`src/rtl/gfx_pkg.sv`:
```
// Shared graphics types and framebuffer geometry used by the draw engines
// (fill now; line and blit engines later).
package gfx_pkg;

   localparam int FB_W    = 160;
   localparam int FB_H    = 120;
   localparam int ADDR_W  = 15;
   localparam int COORD_W = 10;
   localparam int COLOR_W = 12;

   typedef struct packed {
      logic [3:0] r;
      logic [3:0] g;
      logic [3:0] b;
   } rgb444_t;

   typedef struct packed {
      logic [COORD_W-1:0] x0;
      logic [COORD_W-1:0] y0;
      logic [COORD_W-1:0] x1;
      logic [COORD_W-1:0] y1;
      rgb444_t            color;
   } rect_t;

   typedef enum logic [1:0] {
      IDLE,
      SETUP,
      DRAW,
      DONE
   } fill_state_t;

   function automatic logic [COORD_W-1:0] coord_min(input logic [COORD_W-1:0] a,
                                                    input logic [COORD_W-1:0] b);
      return (a < b) ? a : b;
   endfunction

   function automatic logic [COORD_W-1:0] coord_max(input logic [COORD_W-1:0] a,
                                                    input logic [COORD_W-1:0] b);
      return (a < b) ? b : a;
   endfunction

endpackage

```
`src/rtl/rect_normalize_clip.sv`:
```
// Orders the corners of a rectangle command and clips the far edges to the
// visible area; empty flags a rectangle lying entirely off-screen.
module rect_normalize_clip
   import gfx_pkg::*;
#(
   parameter int CLIP_W = FB_W,
   parameter int CLIP_H = FB_H
) (
   input  rect_t              rect,
   output logic [COORD_W-1:0] x_lo,
   output logic [COORD_W-1:0] x_hi,
   output logic [COORD_W-1:0] y_lo,
   output logic [COORD_W-1:0] y_hi,
   output rgb444_t            color,
   output logic               empty
);

   localparam logic [COORD_W-1:0] X_MAX = COORD_W'(CLIP_W - 1);
   localparam logic [COORD_W-1:0] Y_MAX = COORD_W'(CLIP_H - 1);

   logic [COORD_W-1:0] x_far;
   logic [COORD_W-1:0] y_far;

   always_comb begin
      x_lo  = coord_min(rect.x0, rect.x1);
      x_far = coord_max(rect.x0, rect.x1);
      y_lo  = coord_min(rect.y0, rect.y1);
      y_far = coord_max(rect.y0, rect.y1);
      // Only the far edges need clipping; a near edge past the limit means nothing is visible.
      x_hi  = coord_min(x_far, X_MAX);
      y_hi  = coord_min(y_far, Y_MAX);
      empty = (x_lo > X_MAX) || (y_lo > Y_MAX);
   end

   assign color = rect.color;

endmodule

```
`src/rtl/rect_fill_engine.sv`:
```
// Rectangle fill engine: latches a fill command, normalises and clips it, then
// streams one framebuffer write per granted cycle in row-major order.
module rect_fill_engine
   import gfx_pkg::*;
(
   input  logic               Clk,
   input  logic               Reset,
   input  logic               cmd_valid,
   output logic               cmd_ready,
   input  logic [COORD_W-1:0] cmd_x0,
   input  logic [COORD_W-1:0] cmd_y0,
   input  logic [COORD_W-1:0] cmd_x1,
   input  logic [COORD_W-1:0] cmd_y1,
   input  logic [COLOR_W-1:0] cmd_color,
   output logic               wr_en,
   output logic [ADDR_W-1:0]  wr_addr,
   output logic [COLOR_W-1:0] wr_data,
   input  logic               wr_ready,
   output logic               busy,
   output logic               done
);

   // state | meaning
   // IDLE  | waiting for a command, cmd_ready high
   // SETUP | latched command normalised/clipped, first address formed
   // DRAW  | one pixel write presented, advances only when granted
   // DONE  | single-cycle completion pulse, then back to IDLE

   fill_state_t        state;
   rect_t              rect;
   rgb444_t            fill_color;
   logic [COORD_W-1:0] x_lo;
   logic [COORD_W-1:0] x_hi;
   logic [COORD_W-1:0] y_lo;
   logic [COORD_W-1:0] y_hi;
   logic               empty;
   logic [COORD_W-1:0] x;
   logic [COORD_W-1:0] y;
   logic [ADDR_W-1:0]  row_base;
   logic [ADDR_W-1:0]  setup_base;
   logic [ADDR_W-1:0]  next_row_base;

   rect_normalize_clip #(
      .CLIP_W (FB_W),
      .CLIP_H (FB_H)
   ) u_clip (
      .rect  (rect),
      .x_lo  (x_lo),
      .x_hi  (x_hi),
      .y_lo  (y_lo),
      .y_hi  (y_hi),
      .color (fill_color),
      .empty (empty)
   );

   // The only multiply; after SETUP rows advance by adding FB_W.
   assign setup_base    = ADDR_W'(32'(y_lo) * FB_W);
   assign next_row_base = row_base + ADDR_W'(FB_W);

   always_ff @(posedge Clk) begin
      if (Reset) begin
         state     <= IDLE;
         cmd_ready <= 1'b1;
         wr_en     <= 1'b0;
         wr_addr   <= '0;
         wr_data   <= '0;
         busy      <= 1'b0;
         done      <= 1'b0;
         rect      <= '0;
         x         <= '0;
         y         <= '0;
         row_base  <= '0;
      end else begin
         done <= 1'b0;
         case (state)
            IDLE: begin
               if (cmd_valid) begin
                  rect.x0    <= cmd_x0;
                  rect.y0    <= cmd_y0;
                  rect.x1    <= cmd_x1;
                  rect.y1    <= cmd_y1;
                  rect.color <= rgb444_t'(cmd_color);
                  cmd_ready  <= 1'b0;
                  busy       <= 1'b1;
                  state      <= SETUP;
               end
            end
            SETUP: begin
               if (empty) begin
                  done  <= 1'b1;
                  state <= DONE;
               end else begin
                  row_base <= setup_base;
                  x        <= x_lo;
                  y        <= y_lo;
                  wr_addr  <= setup_base + ADDR_W'(x_lo);
                  wr_data  <= fill_color;
                  wr_en    <= 1'b1;
                  state    <= DRAW;
               end
            end
            DRAW: begin
               // wr_addr tracks row_base + x incrementally; a stall freezes everything.
               if (wr_ready) begin
                  if (x < x_hi) begin
                     x       <= x + COORD_W'(1);
                     wr_addr <= wr_addr + ADDR_W'(1);
                  end else if (y < y_hi) begin
                     x        <= x_lo;
                     y        <= y + COORD_W'(1);
                     row_base <= next_row_base;
                     wr_addr  <= next_row_base + ADDR_W'(x_lo);
                  end else begin
                     wr_en <= 1'b0;
                     done  <= 1'b1;
                     state <= DONE;
                  end
               end
            end
            DONE: begin
               busy      <= 1'b0;
               cmd_ready <= 1'b1;
               state     <= IDLE;
            end
            default: begin
               wr_en     <= 1'b0;
               busy      <= 1'b0;
               cmd_ready <= 1'b1;
               state     <= IDLE;
            end
         endcase
      end
   end

endmodule

```
`config.mk`:
```
export PLATFORM = sky130hd
export DESIGN_NAME = rect_fill_engine
export DESIGN_NICKNAME = d
export VERILOG_FILES = /design/src/rtl/gfx_pkg.sv /design/src/rtl/rect_normalize_clip.sv /design/src/rtl/rect_fill_engine.sv
export SDC_FILE = /design/constraint.sdc
export NUM_CORES = 1
export LEC_CHECK = 0
export BUFFER_PORTS_ARGS = -buffer_cell sky130_fd_sc_hd__clkbuf_2
export CAP_MARGIN = 20
export CORE_MARGIN = 10
export CORE_UTILIZATION = 65
export DETAILED_ROUTE_END_ITERATION = 8
export HOLD_SLACK_MARGIN = 0.02
export PLACE_DENSITY = 0.93
export SLEW_MARGIN = 30
export SYNTH_ARGS = -nofsm -noshare
export SYNTH_HDL_FRONTEND = slang
export SYNTH_HIERARCHICAL = 1
export SYNTH_SLANG_ARGS = --single-unit
```
`constraint.sdc`:
```
create_clock -name Clk -period 7.3 [get_ports Clk]
set_clock_uncertainty 0.2 [all_clocks]
set_input_delay 0.73 -clock Clk [delete_from_list [all_inputs] [get_ports Clk]]
set_output_delay 0.73 -clock Clk [all_outputs]
set_load 0.01 [all_outputs]
```
### After elaboration in Yosys (flattened, before gate mapping)

Index checks and enable logic that the tools add are counted.
Widths: inputs -> output; s select.

* bits in registers: 120
* input bits: 56
* output and inout bits: 31
* logic and storage cells: 100

* $add $sub $neg: 6
* multiply operators: 1
* order comparisons: 8
* equal/unequal tests: 10
* mux-type cells: 46
* bitwise operators: 1
* reduce and logical (&&, ||, !) cells: 11

Operators with widths (count)
* $mux 10: 14
* $mux 15: 8
* $pmux 15 s2: 2
* $lt 10x10->1: 4
* $pmux 10 s2: 2
* $add 15x10->15: 2
* $add 10x1->10 const B: 2
* $add 15x1->15 const B: 1
* $add 15x8->15 const B: 1
* $ne 2x2->1 const B: 6
* $mux 1: 11
* $gt 10x7->1 const B: 1
* $gt 10x8->1 const B: 1
* $lt 10x7->1 const B: 1
* $lt 10x8->1 const B: 1
* $mul 10x3->10 const B: 1
* $reduce_and 5->1: 2
* $mux 2: 4
* $pmux 1 s2: 4
* $pmux 2 s4: 1
* $reduce_and 4->1: 2
* $reduce_and 2->1: 3
* $eq 2x2->1 const B: 2
* $reduce_bool 2->1: 2
* 5 further kinds: 5

### Depth between registers and ports, before layout

Gate-level depths: netlist of run 1.

* word-level depth: 9
* depth in mapped cells: 21
* mapped depth without buffers: 19

### By module

The synthesis of run 1 kept the hierarchy.

Modules (own cells, without submodules)
* rect_fill_engine: times used 1, cells each 875, area an instance 6695.2 um2, seq. area each 2302.2 um2
* rect_normalize_clip: times used 1, cells each 213, area an instance 1377.6 um2, seq. area each 0.0 um2

### Least setup slack after synthesis of run 1

No wires, ideal clock.

* kind: register to register
* start: register rect[19] (netlist name)
* end: register wr_addr[13]
* setup time: 0.091 ns
* arrival time: 3.942 ns
* required time: 7.009 ns
* slack: 3.067 ns
* stages on the path, launching flop included: 21
* path buffers: 2
* period minus slack after synthesis: 4.233 ns
* path through: dfxtp_1 inv_1 ha_1 a211oi_1 nor2_1 nor3_2 and2_1 buf_6 buf_6 o21ai_1 ha_1 ha_1 inv_1 fa_1 xnor2_1 o21ai_0 a2111oi_2 o21ai_0 xnor2_1 nand2_1 a311oi_1

* elaborated cells on any way between the ends: 15
* those cells by class: add/sub: 1; mul: 1; order compare: 4; eq/ne: 2; mux: 5; reduce/logical: 2

RTL lines
* $lt 10x10->1 *: RTL line gfx_pkg.sv:34 `return (a < b) ? a : b;`
* $mux 10 *: RTL line gfx_pkg.sv:34
* via y_lo[1]: RTL line rect_fill_engine.sv:34 `logic [COORD_W-1:0] y_lo;`
* $mul 10x3->10 / $gt 10x7->1 (equally long branches): RTL line rect_fill_engine.sv:57, rect_normalize_clip.sv:32
* $add 15x10->15 / $logic_or 1x1->1 (equally long branches): RTL line rect_fill_engine.sv:96, rect_normalize_clip.sv:32
* $mux 15 / $ne 2x2->1 (equally long branches)
* $pmux 15 s2 / $reduce_and 4->1 (equally long branches)
* end signal: assignment: RTL line rect_fill_engine.sv:96 `wr_addr <= setup_base + ADDR_W'(x_lo);`
* end signal: assignment: RTL line rect_fill_engine.sv:107 `wr_addr <= wr_addr + ADDR_W'(1);`
* end signal: assignment: RTL line rect_fill_engine.sv:112 `wr_addr <= next_row_base + ADDR_W'(x_lo);`
* end: declaration: RTL line rect_fill_engine.sv:16 `output logic [ADDR_W-1:0] wr_addr,`

Mark *: on every way through the listed nets, which the timed path passes. The rest lies on a longest branch. The select of a mux whose other input is x is not followed.
A chain may end at the register's enable or synchronous reset.

### Worst setup path in the final report of run 1

* start: register rect[19] (netlist name)
* end: register wr_addr[13]

* elaborated cells on any way between the ends: 15
* those cells by class: add/sub: 1; mul: 1; order compare: 4; eq/ne: 2; mux: 5; reduce/logical: 2

RTL lines (RTL line)
* $lt 10x10->1 *: gfx_pkg.sv:34
* $mux 10 *: gfx_pkg.sv:34
* via y_lo[1]: rect_fill_engine.sv:34
* $mul 10x3->10 / $gt 10x7->1 (equally long branches): rect_fill_engine.sv:57, rect_normalize_clip.sv:32
* $add 15x10->15 / $logic_or 1x1->1 (equally long branches): rect_fill_engine.sv:96, rect_normalize_clip.sv:32
* $mux 15 / $ne 2x2->1 (equally long branches)
* $pmux 15 s2 / $reduce_and 4->1 (equally long branches)

Marks and branches as above.

==> summary.md, run 1 <==
| Metric | Value |
|---|---|
| Reg2Reg Depth | 18 |
| ANT nets after route | 0 |
| Worst-skew pair later-pin latency | 0.43 ns |
| PortBufs | 86 |
| Hold Crit Class | reg2reg |
| Tmin final | 5.40 ns |
| Post-CTS Hold Buffers | 0 |
| Tcrit/Tclk final | 0.739 |
| Synthesis Warnings | 6 |
| Die Ht | 131 um |
| Global route total overflow | 0 |
| Synth Area in XOR/XNOR | 0.0304 |
| Pwr Density | 423 mW/mm^2 |
| Setup bufs post-CTS | 0 |
| Cell with the most instances after synthesis | nand2_1 |
| DRC | 0 |
| RSZ-0062 raised after global routing | false |
| Ys async rst share | 0 |
| Die area | 0.0173 sq mm |
| WL/cell | 16.6 um |
| Main synth FF type | dfxtp_1 |
| Post-Syn Area | 0.00807 sq mm |
| CTS tree | built |
| CP Class | reg2reg |
| Post-synthesis instance total | 1088 |
| Critical path, cell by cell | inv_1 > ha_1 > a211oi_1 > nor2_1 > nor3_2 > and2_1 > o21ai_1 > ha_1 > ha_1 > inv_1 > fa_1 > xnor2_1 > o21ai_0 > a2111oi_2 > o21ai_0 > xnor2_1 > nand2_1 > a311oi_1 |
| Layout cells sized above 1 | 0.133 |
| Critical R2R Capture | wr_addr[13] |
| CTS buffer count | 17 |
| Largest net degree at the start of global routing | 75 |
| Sum of negative setup slack | 0 ns |
| Post-synth EDFFs | 0 |
| Clk root buf | clkbuf_16 |
| Initial core utilization | 0.667 |
| RePlAce Congestion | 0.936 |
| Share of the synthesized area in the top cell type | 0.285 |
| Die W | 131 um |
| Max-slew violation count | 0 |
| Synth area leader | dfxtp_1 |
| Yosys reg bits | 115 |
| Commonest cells post-synth | nand2_1, a21oi_1, dfxtp_1 |
| Hold path depth | 2 |
| Peak Freq | 185 MHz |
| Vias | 8106 |
| Slowest-stage cell, CP | and2_1 |
| Area growth syn-to-layout | 11.2% |
| Hold Worst Slack | 0.252 ns |
| H-tree levels | 4 |
| CTS resizes | 0 |
| CP Capture Type | flop |
| Crit Reg-Reg Startpoint | rect[19] |
| R2r setup slk | 1.90 ns |
| Worst Hold Path EP | wr_data[5] |
| # diodes | 0 |
| Initial DRC Count | 1004 |
| Final worst slack | 1.90 ns |
| DR pass1 iterations | 5 |
| Yosys cell types | 76 |
| HPWL reported at the end of detailed placement | 15.4 mm |
| Placed insts | 1275 |
| Synth top area cells | dfxtp_1, ha_1, a21oi_1 |
| Worst EP required | 7.44 ns |
| Overall Power | 3.80 mW |
| Synth Area in Simple Gates | 0.228 |
| Startpoint Class | flop |
| First-pass GRT wire length | 36.4 mm |
| Final setup fails | 0 |
| Mapped Avg Cell Area | 7.42 sq um |
| Status | completed |
| Leakage | 3.63 nW |
| Final net count | 1251 |
| Vias per cell | 6.20 |
| Post-route insts no fill | 1307 |
| Largest family of logic cells by synthesized area | compound AO/OA/AOI/OAI gates |
| Pre-CTS setup slack | 1.99 ns |
| Sequential cell area | 0.00230 sq mm |
| Mux contribution to synthesized area | 0.0200 |
| CP peak stage delay | 0.69 ns |
| Sequential share of the synthesized area | 0.285 |
| Synth Area in Adders | 0.109 |
| Max Cap Violations | 0 |
| CP max FO | 17 |
| Slew margin rel. | 0.389 |
| Crit path DAT | 5.53 ns |
| Hold Crit Start | rect[5] |
| Hold Vio Cnt, Final | 0 |
| Floorplan core area | 0.0121 sq mm |
| Synth Area in Compound Gates | 0.248 |
| GR Util All Layers | 0.244 |
| # IOs | 87 |
| Peak supply drop | 0.247 mV |
| Clock buffer depth | 2 |
| Layout fillers | 918 |
| Area occupied by multi-input gates | 0.00516 sq mm |
| Antenna violations before repair | 0 |
| Most frequent CP cell | ha_1 |
| Slew @ Worst Pin | 0.917 ns |
| Worst-path clk slew | 0.06 ns |
| Drt total wl | 21.7 mm |
| CTS sink count | 115 |
| Rows | 40 |
| Vias in the first global route | 7621 |
[worst max-delay path by stage]
| stage | end | depth (start not counted) | start | slack (ns) |
|---|---|---|---|---|
| detailed placement | wr_addr[14] | 18 | rect[19] | 1.99 |
| global route | wr_addr[14] | 18 | rect[19] | 1.37 |
| CTS | wr_addr[14] | 18 | rect[19] | 1.95 |
| finish | wr_addr[13] | 18 | rect[19] | 1.90 |
| global placement | wr_addr[14] | 18 | rect[19] | 2.15 |
| floorplan | wr_addr[13] | 20 | rect[19] | 3.07 |
[worst max-delay path, delay by kind of cell, from the launching register on]
| kind | cells | cell delay [ns] |
|---|---|---|
| compound gates | 6 | 1.41 |
| fa+ha+maj | 4 | 1.27 |
| buf+inv | 2 | 0.14 |
| simple gates | 4 | 1.42 |
| flops | 1 | 0.34 |
| xor+xnor | 2 | 0.52 |
[registers in the layout, summed over array words and instances, names as in the netlist]
| name | count |
|---|---|
| done | 1 |
| wr_en | 1 |
| wr_data | 12 |
| row_base | 10 |
| rect | 52 |
| cmd_ready | 1 |
| state | 2 |
| x | 10 |
| y | 10 |
| wr_addr | 15 |
| busy | 1 |
[layer usage]
metal / part of all wire / global-route usage
met5: 0 / 0
met3: 0.11 / 0.0835
met2: 0.45 / 0.373
met1: 0.42 / 0.310
met4: 0.026 / 0.0952
[per-stage QoR]
step,instance area [sq um],utilization
CTS,8970,0.741
global route,8970,0.741
detailed placement,8370,0.691
floorplan,8090,-
global placement,8360,0.691
finish,8970,0.741
[power breakdown]
part	internal (mW)	total, mW	switching, mW
logic	0.737	2.01	1.27
clock network	0.524	0.849	0.324
registers	0.771	0.942	0.171
total	2.03	3.80	1.76
[cell usage in the layout (no fill, tap or decap), types with 17 or more instances in the layout]
cell | synthesis | final
a21oi_1 | 130 | 130
clkbuf_16 | 0 | 17
clkbuf_2 | 1 | 85
dfxtp_1 | 115 | 115
ha_1 | 67 | 67
inv_1 | 57 | 57
nand2_1 | 168 | 168
nand3_1 | 57 | 57
nor2_1 | 74 | 74
nor3_1 | 19 | 18
o21ai_0 | 69 | 68
xnor2_1 | 19 | 19
[area by class of cell]
class / count / area share
multi-input cells: 842 / 0.575
flip-flops and latches: 115 / 0.257
repair buffers: 92 / 0.0533
clock buffers: 19 / 0.0505
inverters: 58 / 0.0243
well taps: 168 / 0.0234
clock inverters: 13 / 0.0166
[cell families after synthesis]
group / after synthesis
adders and majority gates: 69
muxes: 16
buffers and inverters: 135
other: 1
xor gates and xnor gates: 28
AOI/OAI and AO/OA: 324
DFF: 115
and+or+nand+nor: 400
Power figures use the tool's default switching activity.
==> run 2, diff against run 1 <==
--- a/config.mk
+++ b/config.mk
@@ -5,13 +5,14 @@
 export SDC_FILE = /design/constraint.sdc
 export NUM_CORES = 1
 export LEC_CHECK = 0
+export ABC_AREA = 1
 export BUFFER_PORTS_ARGS = -buffer_cell sky130_fd_sc_hd__clkbuf_2
 export CAP_MARGIN = 20
 export CORE_MARGIN = 10
-export CORE_UTILIZATION = 65
+export CORE_UTILIZATION = 55
 export DETAILED_ROUTE_END_ITERATION = 8
 export HOLD_SLACK_MARGIN = 0.02
-export PLACE_DENSITY = 0.93
+export PLACE_DENSITY = 0.84
 export SLEW_MARGIN = 30
 export SYNTH_ARGS = -nofsm -noshare
 export SYNTH_HDL_FRONTEND = slang
==> constraint.sdc (replaced) <==
create_clock -name Clk -period 4.9 [get_ports Clk]
set_clock_uncertainty 0.2 [all_clocks]
set_input_delay 0.49 -clock Clk [delete_from_list [all_inputs] [get_ports Clk]]
set_output_delay 0.49 -clock Clk [all_outputs]
set_load 0.01 [all_outputs]
==> run 2 against run 1 <==
Effect of this change: power increased by 100%; setup slack got worse by 1.4 ns; worst hold slack got worse by 0.14 ns; utilization decreased by 11 points; critical path depth increased by 9; non-clock buffer count increased by 2; combinational power increased by 140%; critical path type unchanged.
==> summary.md, run 2 <==
| Metric | Value |
|---|---|
| Drt total wl | 21.8 mm |
| CP Class | reg2reg |
| Status | completed |
| Die W | 145 um |
| Slew @ Worst Pin | 0.861 ns |
| Peak Freq | 227 MHz |
| Antenna violations before repair | 0 |
| Post-synthesis instance total | 1329 |
| Sum of negative setup slack | 0 ns |
| HPWL reported at the end of detailed placement | 15.7 mm |
| Hold Crit Class | in2reg |
| Main synth FF type | dfxtp_1 |
| DR pass1 iterations | 5 |
| Leakage | 4.59 nW |
| Most frequent cells in the layout | nand2_1, nor2_1, inv_1, o21ai_0, dfxtp_1 |
| Layout cells sized above 1 | 0.133 |
| Clk root buf | clkbuf_16 |
| Die area | 0.0209 sq mm |
| Synth Area in Adders | 0.103 |
| CTS tree | built |
| DRC | 0 |
| Layout fillers | 1361 |
| Peak supply drop | 0.424 mV |
| GR Util All Layers | 0.213 |
| Hold Vio Cnt, Final | 0 |
| Final net count | 1507 |
| Synth Area in Simple Gates | 0.328 |
| PortBufs | 86 |
| RSZ-0062 raised after global routing | false |
| Sequential share of the synthesized area | 0.269 |
| CTS buffer count | 17 |
| # IOs | 87 |
| Hold Worst Slack | 0.108 ns |
| First-pass GRT wire length | 36.8 mm |
| H-tree levels | 4 |
| Max Cap Violations | 0 |
| Worst-path clk slew | 0.06 ns |
| CTS sink count | 115 |
| Vias per cell | 5.33 |
| Floorplan core area | 0.0152 sq mm |
| Largest register FFs | 52 |
| Share of the synthesized area in the top cell type | 0.269 |
| Placed cell areas | 0.00892 sq mm |
| Pwr Density | 801 mW/mm^2 |
| ANT nets after route | 0 |
| Placed insts | 1550 |
| Cell with the most instances after synthesis | nand2_1 |
| # diodes | 0 |
| Vias | 8439 |
| Synth area leader | dfxtp_1 |
| Post-synth EDFFs | 0 |
| Largest family of logic cells by synthesized area | simple AND/OR/NAND/NOR gates |
| Synth top area cells | dfxtp_1, nand2_1, ha_1 |
| Post-route insts no fill | 1583 |
| Post-Syn Area | 0.00856 sq mm |
| Area growth syn-to-layout | 11.7% |
| Commonest cells post-synth | nand2_1, nor2_1, inv_1 |
| Final setup fails | 0 |
| Initial DRC Count | 635 |
| Die Ht | 145 um |
| Mapped Avg Cell Area | 6.44 sq um |
| Crit path DAT | 4.52 ns |
| RePlAce Congestion | 0.886 |
| Utilization after layout | 0.628 |
| Final worst slack | 0.498 ns |
| Synth Area in XOR/XNOR | 0.0358 |
| Tmin final | 4.40 ns |
| Rows | 45 |
| Initial core utilization | 0.563 |
| Most flop-heavy register | rect |
| Tcrit/Tclk final | 0.898 |
| Max-slew violation count | 0 |
| Post-route cell area | 0.00955 sq mm |
| Largest net degree at the start of global routing | 60 |
| WL/cell | 13.8 um |
| Startpoint Class | flop |
| Global route total overflow | 0 |
| Sequential cell area | 0.00230 sq mm |
| Synthesis Warnings | 6 |
| Yosys cell types | 43 |
| Top Registers | rect: 52 flops, wr_addr: 15 flops, wr_data: 12 flops |
| Worst EP required | 5.02 ns |
| Area occupied by multi-input gates | 0.00528 sq mm |
| Mux contribution to synthesized area | 0 |
| Worst-skew pair later-pin latency | 0.43 ns |
| Pre-CTS setup slack | 0.310 ns |
| Post-CTS Hold Buffers | 0 |
| Ys async rst share | 0 |
| Commonest non-fill, non-tap cell in the layout | nand2_1 |
| Overall Power | 7.66 mW |
| Vias in the first global route | 7914 |
| Synth Area in Compound Gates | 0.147 |
| Clock buffer depth | 2 |
| CP max FO | 17 |
| Slew margin rel. | 0.425 |
| CP Capture Type | flop |
| Yosys reg bits | 115 |
==> run 2: cell count changes after synthesis, moves of 11 or more <==
cell / before / now
nor2_1: 74 / 219
nand2_1: 168 / 287
inv_1: 57 / 158
a21oi_1: 130 / 54
o21ai_0: 69 / 131
nand4_1: 10 / 28
a211oi_1: 16 / 0
and2_1: 15 / 0
mux2i_1: 15 / 0
o31ai_1: 15 / 0
nand2_2: 0 / 14
xor2_1: 9 / 21
nor2b_1: 11 / 0
==> run 2: area by class of cell <==
class                           count  area share
Clock buffer                       24      0.0515
Clock inverter                      8      0.0130
Inverter                          166      0.0660
Multi-Input combinational cell    988       0.553
Sequential cell                   115       0.241
Tap cell                          188      0.0246
Timing Repair Buffer               94      0.0513
==> run 2: logic make-up after synthesis <==
family / after synthesis
adders and majority gates: 69
xor gates and xnor gates: 35
and+or+nand+nor: 645
other: 1
AOI/OAI and AO/OA: 233
buffers and inverters: 231
DFF: 115
==> run 2: report_power, final <==
group	switching, mW	internal (mW)	total (mW)
Clock	0.453	0.852	1.30
Combinational	3.19	1.71	4.90
Sequential	0.256	1.20	1.45
Total	3.90	3.76	7.66
==> run 2: what timing repair did <==
action	in CTS	in global routing
resized for setup	0	5
setup buffers	0	0
setup endpoints to repair	0	4
==> run 2: final timing paths <==
kind         slack (ns)    startpoint     endpoint  depth (start not counted)
min                0.11  cmd_color[6]      rect[6]                          3
min reg2reg        0.27          busy         busy                          2
max                0.50      rect[15]  wr_addr[14]                         27
max reg2reg        0.50      rect[15]  wr_addr[14]                         27
==> run 2: critical path: stages (launching register included) <==
cell     delay, ns
dfxtp_1       0.37
inv_1         0.07
ha_1          0.30
nand2_1       0.07
nand2_1       0.05
nand2_1       0.05
nand2_1       0.05
nand2_2       0.20
nand3_4       0.23
o21ai_1       0.36
ha_1          0.21
ha_1          0.18
inv_1         0.06
fa_1          0.47
inv_1         0.05
ha_1          0.32
nand2_1       0.11
inv_1         0.04
nand2_1       0.06
nand2_1       0.04
nor2_1        0.25
nor2_1        0.11
nand3_1       0.08
nand2_1       0.05
nand2_1       0.07
nand2_1       0.05
nor2_1        0.11
nor2_1        0.04
==> run 2: per-layer routing <==
metal,wire length [um],up-vias,GRT usage
met5,0,-,0
met4,425,0,0.0713
met3,1650,40,0.0596
met2,9960,289,0.347
met1,9770,3766,0.264
li1,-,4344,-
==> run 3, diff against run 2 <==
--- a/config.mk
+++ b/config.mk
@@ -7,7 +7,6 @@
 export LEC_CHECK = 0
 export ABC_AREA = 1
 export BUFFER_PORTS_ARGS = -buffer_cell sky130_fd_sc_hd__clkbuf_2
-export CAP_MARGIN = 20
 export CORE_MARGIN = 10
 export CORE_UTILIZATION = 55
 export DETAILED_ROUTE_END_ITERATION = 8
==> constraint.sdc (replaced) <==
create_clock -name Clk -period 4.9 [get_ports Clk]
set_clock_uncertainty 0.2 [all_clocks]
set_input_delay 0 -clock Clk [delete_from_list [all_inputs] [get_ports Clk]]
set_output_delay 0 -clock Clk [all_outputs]
set_load 0.01 [all_outputs]
==> run 3 against run 2 <==
Effect of this change: non-clock buffer count up 55; first-iteration DRC count increased by 7.9%; cell count increased by 3.4%; global-route usage is 2.4 points higher; routed wire length rose by 10%; design area rose by 5.4%; register-to-register slack lost 0.16 ns; count of clock-buffer cells in the layout shrank 6; fmax down 3.4%; sequential power is essentially flat; power increased by 1.1%; largest power group unchanged; largest cell class unchanged; critical path depth down 1.
==> summary.md, run 3 (same netlist as run 2, synthesis figures left out) <==
| Metric | Value |
|---|---|
| Largest register FFs | 52 |
| Vias | 8911 |
| ANT nets after route | 0 |
| Setup bufs post-CTS | 0 |
| First-pass GRT wire length | 40.5 mm |
| CP top delay family | simple AND/OR/NAND/NOR gates |
| CP Class | reg2reg |
| Vias per cell | 5.44 |
| Tcrit/Tclk final | 0.930 |
| CP Capture Type | flop |
| WL/cell | 14.7 um |
| Critical path buffers and inverters | 4 |
| CTS tree | built |
| CP peak stage delay | 0.52 ns |
| Slew @ Worst Pin | 0.894 ns |
| Layout cells sized above 1 | 0.128 |
| Worst EP required | 5.02 ns |
| Clock buffer depth | 2 |
| Clk root buf | clkbuf_16 |
| CP Depth | 26 |
| Peak Freq | 219 MHz |
| Drt total wl | 24.0 mm |
| Vias in the first global route | 8411 |
| Status | completed |
| H-tree levels | 4 |
| # IOs | 87 |
| Hold path depth | 4 |
| Most flop-heavy register | rect |
| Die W | 145 um |
| Overall Power | 7.74 mW |
| CP max FO | 34 |
| Startpoint Class | flop |
| DRC | 0 |
| Hold Crit Class | in2reg |
| Top Registers | rect: 52 flops, wr_addr: 15 flops, wr_data: 12 flops |
| Most frequent cells in the layout | nand2_1, nor2_1, inv_1, o21ai_0, dfxtp_1 |
| Antenna violations before repair | 0 |
| Final setup fails | 0 |
| Leakage | 4.80 nW |
| Crit path DAT | 4.68 ns |
| Max-slew violation count | 0 |
| # diodes | 0 |
| Global route total overflow | 0 |
| Floorplan core area | 0.0152 sq mm |
| Area growth syn-to-layout | 17.7% |
| Pre-CTS setup slack | 0.337 ns |
| RePlAce Congestion | 0.874 |
| Die area | 0.0209 sq mm |
| R2r setup slk | 0.34 ns |
| CTS buffer count | 17 |
| Die Ht | 145 um |
| Hold Vio Cnt, Final | 0 |
| Largest net degree at the start of global routing | 70 |
| RSZ-0062 raised after global routing | true |
| Most frequent CP cell | nand2_1 |
| Tmin final | 4.56 ns |
| Slowest-stage cell, CP | fa_1 |
| Pwr Density | 768 mW/mm^2 |
| Rows | 45 |
| GR Util All Layers | 0.236 |
| Reg2Reg Depth | 26 |
| HPWL reported at the end of detailed placement | 16.0 mm |
| Initial DRC Count | 685 |
| Max Cap Violations | 0 |
| Worst-skew pair later-pin latency | 0.43 ns |
| Final net count | 1561 |
| CTS sink count | 115 |
| Layout fillers | 1289 |
| DR pass1 iterations | 5 |
| Slew margin rel. | 0.403 |
| Worst-path clk slew | 0.06 ns |
| PortBufs | 86 |
| Final worst slack | 0.342 ns |
| Peak supply drop | 0.360 mV |
| Commonest non-fill, non-tap cell in the layout | nand2_1 |
| Initial core utilization | 0.563 |
run 3: changes by cell type in the layout (fill, tap and decap cells not counted):
| cell | change |
|---|---|
| clkbuf_1 | -2 |
| clkbuf_8 | -4 |
| clkinv_2 | +3 |
| clkinv_4 | +2 |
| clkinvlp_4 | +1 |
| dlygate4sd3_1 | +55 |
| nand3_2 | -1 |
run 3: repair_timing:
action                                 CTS  global route
setup endpoints to repair                0            14
gates resized for setup                  0             5
hold buffers                            55             0
endpoints found under the hold margin   71             0
run 3: power breakdown:
part	internal, mW	leakage [nW]	switching (mW)	total, mW
combinational	1.74	3.57	3.26	5.00
clock	0.795	0.285	0.485	1.28
sequential	1.20	0.943	0.264	1.46
run 3: final timing paths:
kind                                    from           end
worst min register to register  row_base[14]  row_base[14]
worst max register to register      rect[15]   wr_addr[14]
worst min-delay path               cmd_x0[5]      rect[47]
worst max-delay path                rect[15]   wr_addr[14]
run 3: metal layers:
layer / share of wire / global-route usage / vias up
met5: 0 / 0 / -
met4: 0.030 / 0.103 / 0
met3: 0.072 / 0.0535 / 67
met2: 0.47 / 0.390 / 344
met1: 0.43 / 0.289 / 4049
li1: - / - / 4451
run 3: worst register-to-register path, stage by stage, from the launching register on:
cell and delay (ns):
dfxtp_1 0.38, inv_1 0.08, ha_1 0.30, nand2_1 0.07, nand2_1 0.04, nand2_1 0.05, nand2_1 0.05, nand2_2 0.18
nand3_4 0.31, o21ai_1 0.52, ha_1 0.24, inv_1 0.07, fa_1 0.52, inv_1 0.05, ha_1 0.34, nand2_1 0.14
inv_1 0.05, nand2_1 0.06, nand2_1 0.05, nor2_1 0.23, nor2_1 0.11, nand3_1 0.08, nand2_1 0.05, nand2_1 0.07
nand2_1 0.05, nor2_1 0.11, nor2_1 0.04
run 3: cell type report:
class,instances,area (sq um),area share
Sequential cell,115,2300,0.229
Clock buffer,18,429,0.0426
Timing Repair Buffer,149,1040,0.103
Clock inverter,14,164,0.0163
Tap cell,188,235,0.0234
Inverter,166,631,0.0626
Multi-Input combinational cell,987,5270,0.523
run 3: stage by stage:
step	hold slack, ns	cell area (sq um)	setup TNS, ns	utilization	std cells
2_1_floorplan	-0.0432	8570	0	-	1333
3_3_place_gp	0.0494	8920	0	0.587	1550
3_5_place_dp	0.0551	8920	0	0.587	1550
4_1_cts	0.152	10100	0	0.662	1637
5_1_grt	0.195	10100	-0.0493	0.663	1637
6_report	0.169	10100	0	0.663	1637
